<file path="config.mk">
export PLATFORM = sky130hd
export DESIGN_NAME = float_class_unit
export DESIGN_NICKNAME = d
export VERILOG_FILES = /design/src/rtl/float_class_unit_pkg.sv /design/src/rtl/float_class_unit_classify.sv /design/src/rtl/float_class_unit.sv
export SDC_FILE = /design/constraint.sdc
export NUM_CORES = 1
export LEC_CHECK = 0
export BUFFER_PORTS_ARGS = -buffer_cell sky130_fd_sc_hd__buf_4
export CAP_MARGIN = 0
export CORE_ASPECT_RATIO = 0.5
export CORE_UTILIZATION = 58
export CTS_CLUSTER_SIZE = 14
export DETAILED_ROUTE_END_ITERATION = 16
export PLACE_DENSITY_LB_ADDON = 0.1
export REMOVE_ABC_BUFFERS = 1
export SETUP_SLACK_MARGIN = 0.4
export SLEW_MARGIN = 20
export SYNTH_ARGS = -nofsm -noshare
export SYNTH_HDL_FRONTEND = slang
export SYNTH_HIERARCHICAL = 1
export SYNTH_SLANG_ARGS = --single-unit
</file>
<file path="constraint.sdc">
create_clock -name clk -period 4 [get_ports clk]
set_input_delay 0.6 -clock clk [delete_from_list [all_inputs] [get_ports clk]]
set_output_delay 0.6 -clock clk [all_outputs]
set_load 0.1 [all_outputs]
</file>
<file path="src/rtl/float_class_unit_pkg.sv">
// Shared constants for the float classifier: one-hot class codes and the
// counter slot index of each class.
package float_class_unit_pkg;

   localparam int NUM_CLS = 5;

   localparam logic [NUM_CLS-1:0] CLS_ZERO = 5'b00001;
   localparam logic [NUM_CLS-1:0] CLS_NORM = 5'b00010;
   localparam logic [NUM_CLS-1:0] CLS_SUB  = 5'b00100;
   localparam logic [NUM_CLS-1:0] CLS_INF  = 5'b01000;
   localparam logic [NUM_CLS-1:0] CLS_NAN  = 5'b10000;

   localparam int IDX_ZERO = 0;
   localparam int IDX_NORM = 1;
   localparam int IDX_SUB  = 2;
   localparam int IDX_INF  = 3;
   localparam int IDX_NAN  = 4;

endpackage

</file>
<file path="src/rtl/float_class_unit_classify.sv">
// Combinational IEEE-754-style classifier: one-hot class, sign and quiet-NaN
// flag for a {sign, exponent, mantissa} operand.
module float_classify
   import float_class_unit_pkg::*;
#(
   parameter int EXP_W = 8,
   parameter int MAN_W = 23
) (
   input  logic [EXP_W+MAN_W:0] num,
   output logic [NUM_CLS-1:0]   float_type,
   output logic                 sign,
   output logic                 qnan
);

   logic [EXP_W-1:0] exp_f;
   logic [MAN_W-1:0] man_f;
   logic             exp_zero;
   logic             exp_ones;
   logic             man_zero;

   assign sign  = num[EXP_W+MAN_W];
   assign exp_f = num[EXP_W+MAN_W-1 -: EXP_W];
   assign man_f = num[MAN_W-1:0];

   assign exp_zero = (exp_f == '0);
   assign exp_ones = &exp_f;
   assign man_zero = (man_f == '0);

   always_comb begin
      float_type = CLS_NORM;
      if (exp_zero)
         float_type = man_zero ? CLS_ZERO : CLS_SUB;
      else if (exp_ones)
         float_type = man_zero ? CLS_INF : CLS_NAN;
   end

   // Quiet NaN is distinguished by the mantissa MSB; only meaningful for NaN.
   assign qnan = exp_ones && !man_zero && man_f[MAN_W-1];

endmodule

</file>
<file path="src/rtl/float_class_unit.sv">
// Streaming float classifier with a one-deep registered valid/ready output
// stage and saturating per-class counters of accepted operands.
module float_class_unit
   import float_class_unit_pkg::*;
#(
   parameter int EXP_W = 8,
   parameter int MAN_W = 23,
   parameter int CNT_W = 16
) (
   input  logic                       clk,
   input  logic                       reset,
   input  logic                       in_valid,
   output logic                       in_ready,
   input  logic [EXP_W+MAN_W:0]       num,
   output logic                       out_valid,
   input  logic                       out_ready,
   output logic [NUM_CLS-1:0]         float_type,
   output logic                       out_sign,
   output logic                       out_qnan,
   input  logic                       cnt_clear,
   output logic [NUM_CLS*CNT_W-1:0]   counts
);

   logic [NUM_CLS-1:0] cls;
   logic               cls_sign;
   logic               cls_qnan;
   logic               accept;

   logic               out_valid_q, out_valid_d;
   logic [NUM_CLS-1:0] type_q, type_d;
   logic               sign_q, sign_d;
   logic               qnan_q, qnan_d;

   float_classify #(
      .EXP_W (EXP_W),
      .MAN_W (MAN_W)
   ) u_classify (
      .num        (num),
      .float_type (cls),
      .sign       (cls_sign),
      .qnan       (cls_qnan)
   );

   assign in_ready = !out_valid_q || out_ready;
   assign accept   = in_valid && in_ready;

   always_comb begin
      out_valid_d = out_valid_q;
      type_d      = type_q;
      sign_d      = sign_q;
      qnan_d      = qnan_q;
      if (accept) begin
         out_valid_d = 1'b1;
         type_d      = cls;
         sign_d      = cls_sign;
         qnan_d      = cls_qnan;
      end else if (out_ready) begin
         out_valid_d = 1'b0;
      end
   end

   always_ff @(posedge clk or posedge reset) begin
      if (reset) begin
         out_valid_q <= 1'b0;
         type_q      <= '0;
         sign_q      <= 1'b0;
         qnan_q      <= 1'b0;
      end else begin
         out_valid_q <= out_valid_d;
         type_q      <= type_d;
         sign_q      <= sign_d;
         qnan_q      <= qnan_d;
      end
   end

   assign out_valid  = out_valid_q;
   assign float_type = type_q;
   assign out_sign   = sign_q;
   assign out_qnan   = qnan_q;

   for (genvar k = 0; k < NUM_CLS; k++) begin : g_cnt
      logic [CNT_W-1:0] cnt_q, cnt_d;
      logic             hit;

      assign hit = accept && cls[k];

      // Clear wins over the old value but a same-cycle sample still counts.
      always_comb begin
         cnt_d = cnt_q;
         if (cnt_clear)
            cnt_d = hit ? CNT_W'(1) : '0;
         else if (hit && (cnt_q != '1))
            cnt_d = cnt_q + CNT_W'(1);
      end

      always_ff @(posedge clk or posedge reset) begin
         if (reset) cnt_q <= '0;
         else       cnt_q <= cnt_d;
      end

      assign counts[k*CNT_W +: CNT_W] = cnt_q;
   end

endmodule

</file>
# Yosys cells after proc, flatten, opt, wreduce, memory -nomap -nowiden
# Index checks and enable logic that the tools add are counted.
[word_totals]
output_inout_bits = 89
regBits = 88
wordCells = 65
inputBits = 37
[classes]
muxes = 21
add_sub_neg = 5
n_eq_ne = 5
reduce_logical = 25
[op_table]
columns = ["cell", "count"]
rows = [
  ["16-bit two-way mux", 10],
  ["16-bit by 1-bit adder with 16-bit output (second input constant)", 5],
  ["16-bit != test (second input constant)", 5],
  ["23-bit logical NOT", 1],
  ["5-bit two-way mux", 3],
  ["1-bit logical AND", 13],
  ["2-bit nonzero test", 6],
  ["8-bit logical NOT", 1],
  ["8-bit AND reduction", 1],
  ["1-bit two-way mux", 7],
  ["3-bit two-way mux", 1],
  ["1-bit logical NOT", 2],
  ["1-bit logical OR", 1],
]

# Longest topological paths before layout
# Gate-level depths: netlist (run 1).
[depth]
word_depth = 8
depth_mapped = 9
depth_no_buf = 8

# Hierarchy
# Netlist (run 1), hierarchy kept.
[by_module_without_submodules]
columns = ["module", "instances", "cells_each", "seq_area_each_um2", "area_each_um2"]
rows = [
  ["float_class_unit", 1, 495, 2202.1, 4728.3],
  ["float_classify", 1, 24, 0.0, 180.2],
]

# Worst setup path before layout (run 1)
# No wires, ideal clock.
[synth_timing]
path_kind = "reg2reg"
from = "reg out_valid_q (netlist: out_valid)"
to = "reg g_cnt[0].cnt_q[15]"
setup_ns = 0.132
period_less_slack_ns = 2.602
path_buffers = 1
path_stages_with_launch = 8
required_ns = 3.868
arrival_ns = 2.471
setup_slack_ns = 1.398
path_cell_list = "dfrtp_1 nor2b_4 inv_2 buf_2 nand4_1 nor4_1 xnor2_1 nor2_1"
[synth_via]
elab_chain_cells = 6
[synth_rtl]
columns = ["element", "line", "source"]
rows = [
  ["from (decl)", "float_class_unit.sv:29", "logic out_valid_q, out_valid_d;"],
  ["from (signal assigned)", "float_class_unit.sv:69", "out_valid_q <= out_valid_d;"],
  ["1-bit logical NOT", "float_class_unit.sv:44", "assign in_ready = !out_valid_q || out_ready;"],
  ["1-bit logical OR", "float_class_unit.sv:44", ""],
  ["via in_ready", "float_class_unit.sv:13", "output logic in_ready,"],
  ["1-bit logical AND", "float_class_unit.sv:45", "assign accept = in_valid && in_ready;"],
  ["1-bit logical AND", "float_class_unit.sv:85", "assign hit = accept && cls[k];"],
  ["1-bit logical AND", "float_class_unit.sv:92", "else if (hit && (cnt_q != '1))"],
  ["2-bit nonzero test (no line)", "n/a", ""],
  ["to (signal assigned)", "float_class_unit.sv:98", "else cnt_q <= cnt_d;"],
  ["to (decl)", "float_class_unit.sv:82", "logic [CNT_W-1:0] cnt_q, cnt_d;"],
]
# The timed path passes the listed nets, and every way through them passes these cells.
# A chain may end at the register's enable or synchronous reset.

# Worst setup path in the final report (run 1)
[layout_timing]
from = "in num[16]"
to = "reg g_cnt[3].cnt_q[8]"
[layout_via]
elab_chain_cells = 7
[layout_rtl]
columns = ["element", "line", "source"]
rows = [
  ["from (decl)", "float_class_unit.sv:14", "input logic [EXP_W+MAN_W:0] num,"],
  ["23-bit logical NOT", "float_class_unit_classify.sv:27", "assign man_zero = (man_f == '0);"],
  ["5-bit two-way mux", "float_class_unit_classify.sv:34", "float_type = man_zero ? CLS_INF : CLS_NAN;"],
  ["5-bit two-way mux", "float_class_unit_classify.sv:33", "else if (exp_ones)"],
  ["5-bit two-way mux", "float_class_unit_classify.sv:31", "if (exp_zero)"],
  ["via cls[3]", "float_class_unit.sv:24", "logic [NUM_CLS-1:0] cls;"],
  ["1-bit logical AND", "float_class_unit.sv:85", ""],
  ["1-bit logical AND", "float_class_unit.sv:92", ""],
  ["2-bit nonzero test (no line)", "n/a", ""],
  ["to (signal assigned)", "float_class_unit.sv:98", ""],
  ["to (decl)", "float_class_unit.sv:82", ""],
]
# The timed path passes the listed nets, and every way through them passes these cells.

==> impl_metrics.toml, run 1 <==
[yosys]
synth-simple-area-share_pct = 30.6
synthCells = 519
synth_cell_types = 63
syn_area_um2 = 4910
avgSynthCellArea_um2 = 9.46
yosysWarnings = 6
yosys_register_bits = 88
synth_edf_count = 0
async_flop_share_pct = 100
synth_fa_ha_area_share_pct = 1.27
synthXorXnorAreaFrac_pct = 8.56
synth_top_family_by_area = "simple AND/OR/NAND/NOR gates"
muxShareOfSynthArea_pct = 1.68
seq_area_frac_synth_pct = 44.9
synth_ff_type = "dfrtp_1"
synth_compound_area_share_pct = 10.4

[floorplanning]
die_width_um = 132
dieArea_um2 = 8860
start_util_pct = 60.5
rows = 23
die_h_um = 67.1
io_pins = 126
fp.coreArea_um2 = 8120

[drt]
antenna_left = 0
drt-wirelength-per-cell_um = 15.3
drc = 0
vias = 4469
dr.pass1.iters = 4
drtIter0Drc = 175
viasPerCell = 5.89
wirelength_um = 11600

[sta]
finalHoldViolCount = 0
finalSetupTns_ps = 0
max_freq_mhz = 404
finalHoldWorstSlack_ps = 146
worst_pin_slew_ps = 712
finalClockSkew_ps = 5.53
period_share_pct = 61.9
setup_viol = 0
slew_violations = 0
min_period_ps = 2470
max_slew_margin_pct = 52.2
rsz0062_at_grt = "false"

[finish]
drive_gt1_share_pct = 26.7
multi_input_area_um2 = 2580
final_nets = 684
register_area_um2 = 2200
area_growth_pct = 26.9
num_antenna_cells = 0
n_fill_cell = 599
instances_no_fill = 759

[worst_setup_path]
critPathLaunchType = "input pin"
worstPathCellList = "buf_4, nor4_2, nand4_1, nor3_2, nand2_1, nor2_1, o21ai_1, or4_1, a21oi_1"
max_stage_delay_ps = 480
worstPathMaxFanout = 12
r2r_slack_ps = 1750
crit_slowest_cell = "or4_1"
required_ps = 4260
worstSetupPathType = "input pin to flip-flop"
critPathCaptureType = "flip-flop"
worstPathArrival_ps = 2740

[clock_tree]
clock_sinks = 88
cts_max_level = 3
cts_resized = 0
cts_setup_buffers = 0
cts_buffers = 9
path_clk_slew_ps = 70
cts_root_buf = "clkbuf_16"
hold_buffers = 0
cts_tree = "built"
clockBufferDepth = 2
worstSkewPairLatency_ps = 340

[flow_run]
maxCapViolCount = 0

[global_route]
grt_pass1_wl_um = 18600
track_usage_pct = 26.8
grt_pass1_vias = 3972
grt-ovfl-total = 0
grt_max_degree = 52
antenna_found_initial = 0

[power]
max-vdd-ir-drop_mv = 0.244
power_leakage_nw = 2.69
p_per_area_nw_per_um2 = 306

[worst_hold_path]
holdCritPathClass = "input pin to asynchronous set/reset pin"

[place]
place_hpwl_um = 8390
dp_cells = 743
portBuffers = 125
routabilityCongestion = 0.863

[run_status]
outcome = "finished, final reports clean"
==> critical path, delay by kind of cell <==
family,cells,cell delay (ps)
AND/OR/NAND/NOR,6,1560
AO/OA/AOI/OAI,2,460
buffers and inverters,1,110
==> path summary, 6_finish.rpt <==
check                                    endpoint  cells after the start              start
min in group clk                    float_type[2]                      2      float_type[2]
worst max register to register  g_cnt[3].cnt_q[1]                      6  g_cnt[3].cnt_q[0]
worst min register to register      float_type[2]                      2      float_type[2]
max in group asynchronous       g_cnt[2].cnt_q[4]                      3              reset
worst max-delay path            g_cnt[3].cnt_q[8]                      9            num[16]
worst min-delay path            g_cnt[1].cnt_q[2]                      2              reset
==> through the flow <==
step                      utilization, %  setup slack, ps  area [µm²]  total power [mW]
after detailed placement            73.0             1240        5920              1.07
after floorplan                        -             1120        4820              1.00
after global placement              73.0             1340        5920              1.07
final                               76.8             1530        6230              1.91
after global routing                76.8             1360        6230              1.98
after CTS                           76.8             1580        6230              1.92
==> routing by layer <==
metal  GRT usage, %  wire, µm  up-vias
met5              0         0        -
met4           9.74       158        0
met3           6.16       516       18
met2           45.8      5730      108
met1           33.8      5210     2199
li1               -         -     2144
==> registers in the layout, summed over array words and instances, names as in the netlist <==
register,cells
out_qnan,1
out_sign,1
out_valid,1
float_type,5
g_cnt.cnt_q,80
==> cell usage after synthesis, drive strengths merged, types with 11 or more instances <==
master	count	share of area, %
dfrtp	88	45
nor3	22	2.4
a21oi	19	2.0
nand3	31	3.5
nor4	23	4.1
xnor2	32	5.7
inv	11	0.84
xor2	16	2.9
nand2	46	3.5
o21ai	14	1.7
nand4	29	3.7
nor2	66	5.0
==> layout make-up <==
cell class / count / area share, %
tap: 112 / 2.25
clock buffer: 10 / 3.84
multi-input combinational: 404 / 41.4
sequential: 88 / 35.3
timing repair buffer: 128 / 15.4
clock inverter: 6 / 1.08
inverter: 11 / 0.683
==> cells in the final DEF, fill, tap and decap left out, types with 14 or more instances in the layout <==
cell type  count
a21oi_1       18
buf_4        128
dfrtp_1       88
nand2_1       46
nand3_1       28
nand4_1       29
nor2_1        66
nor3_1        20
nor4_1        14
xnor2_1       32
xor2_1        16
==> kinds of logic (layout without fill, tap and decap cells) <==
kind of cell,count (synthesis),count (layout)
AOI/OAI and AO/OA,71,71
xor gates and xnor gates,48,48
adders and majority gates,5,5
buffers and inverters,27,155
DFF,88,88
muxes,8,8
and+or+nand+nor,272,272
==> where the power goes <==
part | total (mW) | switching (mW) | internal, mW | leakage [nW]
Clock | 0.852 | 0.350 | 0.503 | 0.145
Sequential | 0.902 | 0.00663 | 0.896 | 1.22
Combinational | 0.153 | 0.110 | 0.0433 | 1.33
(Power assumes the default switching activity.)
==> run 2, diff against run 1 <==
Settings changed: CORE_UTILIZATION 58 to 54.
Clock period 4 ns to 2.5 ns, I/O delays scaled along.
==> run 2 against run 1 <==
Effect of this change:
- global-route usage increased by 0.24 points
- clock power increased by 51%
- power is 57% higher
- routed wire length up 9.4%
- setup slack got worse by 1100 ps
- critical path depth unchanged
- die area grew 7.2%
- final cell count up 2.8%
- via count up 3.2%
- utilization decreased by 2.0 points
- clock-buffer cell count grew 1
- largest cell class unchanged
- largest power group unchanged
==> impl_metrics.toml, run 2 (synthesis results as in run 1) <==
[finish]
final_area_um2 = 6560
layout_common_cells = "139 x buf_4, 86 x dfrtp_1, 66 x nor2_1"
largest-register = "g_cnt.cnt_q"
layout_commonest_cell = "buf_4"
largest_register_ffs = 80
num_antenna_cells = 0
area_growth_pct = 33.6
final_nets = 700
drive_gt1_share_pct = 32.1
final_util_pct = 74.8

[run_status]
outcome = "finished, final reports clean"

[drt]
drc = 0
wirelength_um = 12700
dr.pass1.iters = 5
drtIter0Drc = 224
viasPerCell = 5.92
antenna_left = 0
drt-wirelength-per-cell_um = 16.3
vias = 4614

[place]
placed_cell_area_um2 = 6010
place_hpwl_um = 8760
portBuffers = 125
routabilityCongestion = 0.805
dp_slack_ps = 32.3

[global_route]
antenna_found_initial = 0
grt_pass1_wl_um = 20400
track_usage_pct = 27.0
grt-ovfl-total = 0
grt_pass1_vias = 4242
grt_max_degree = 63

[power]
finalPower_mw = 3.00
max-vdd-ir-drop_mv = 0.334
p_per_area_nw_per_um2 = 457
power_leakage_nw = 2.82

[worst_setup_path]
critPathCaptureType = "flip-flop"
rr_endpoint = "g_cnt[4].cnt_q[7]"
r2r-start = "g_cnt[4].cnt_q[0]"
critPathLaunchType = "input pin"
worstPathArrival_ps = 2290
worstSetupPathType = "input pin to flip-flop"
r2r_cells = 7
startpoint = "num[10]"
worstPathMaxFanout = 4
required_ps = 2720
r2r_slack_ps = 460

[clock_tree]
hold_buffers = 0
cts_tree = "built"
path_clk_slew_ps = 60
clock_sinks = 88
clockBufferDepth = 2
cts_root_buf = "clkbuf_16"
worstSkewPairLatency_ps = 340
cts_max_level = 3
cts_buffers = 9

[sta]
finalHoldViolCount = 0
max_freq_mhz = 485
min_period_ps = 2060
finalClockSkew_ps = 7.72
slew_violations = 0
max_slew_margin_pct = 56.6
fin_ws_ps = 437
worst_pin_slew_ps = 646
rsz0062_at_grt = "true"
period_share_pct = 82.5
setup_viol = 0

[flow_run]
maxCapViolCount = 0

[floorplanning]
rows = 24
die_width_um = 137
start_util_pct = 56.0
io_pins = 126
dieArea_um2 = 9500
fp.coreArea_um2 = 8770
die_h_um = 69.4

[worst_hold_path]
holdCritPathClass = "input pin to asynchronous set/reset pin"
[run 2: cell count changes in the layout (fill, tap and decap cells not counted), sizes merged]
cell	delta
inv	-1
bufinv	-1
clkinvlp	-1
clkinv	+2
clkbuf	+1
buf	+16
[run 2: per-layer routing]
metal  GRT usage, %  routed length [µm]
met1           37.4                5570
met2           43.0                6230
met3           6.36                 775
met4           6.59                 127
met5              0                   0
[run 2: how the worst max path moves through the flow]
| stage | depth (start not counted) | to | slack (ps) |
|---|---|---|---|
| floorplan | 6 | g_cnt[4].cnt_q[13] | -270 |
| global placement | 9 | g_cnt[0].cnt_q[12] | 110 |
| detailed placement | 9 | g_cnt[0].cnt_q[12] | 30 |
| CTS | 9 | g_cnt[0].cnt_q[14] | 380 |
| global route | 9 | g_cnt[3].cnt_q[14] | 340 |
| finish | 9 | g_cnt[3].cnt_q[14] | 440 |
[run 2: report_power, final]
group,switching [mW],internal (mW)
Clock,0.568,0.725
Combinational,0.185,0.0780
Sequential,0.0113,1.43
[run 2: final cells by class]
type                            count  area [µm²]
Clock buffer                       11         253
Clock inverter                      5        31.3
Fill cell                         658        2210
Inverter                           11        42.5
Multi-Input combinational cell    404        2760
Sequential cell                    88        2200
Tap cell                          117         146
Timing Repair Buffer              144        1120
[run 2: timing repair]
item / 4_1_cts / 5_1_grt
buffers inserted: 0 / 9
resized for setup: 1 / 38
setup endpoints to repair: 3 / 39
pin swaps: 0 / 13
gates cloned: 0 / 0
[run 2: worst max-delay path, stage by stage]
cell,delay (ps)
buf_4,110
nor4_2,290
nand4_1,190
nor3_2,260
nand2_1,130
or3_4,440
nor4b_4,280
xnor2_1,150
nor2_1,60
[run 2: per-stage QoR]
stage / std cells / hold slack, ps / setup TNS [ps]
after floorplan: 503 / 431 / -14830
after detailed placement: 755 / 402 / 0
after global routing: 780 / 60.2 / 0
after global placement: 755 / 404 / 0
after CTS: 771 / 38.5 / 0
final: 780 / 33.2 / 0
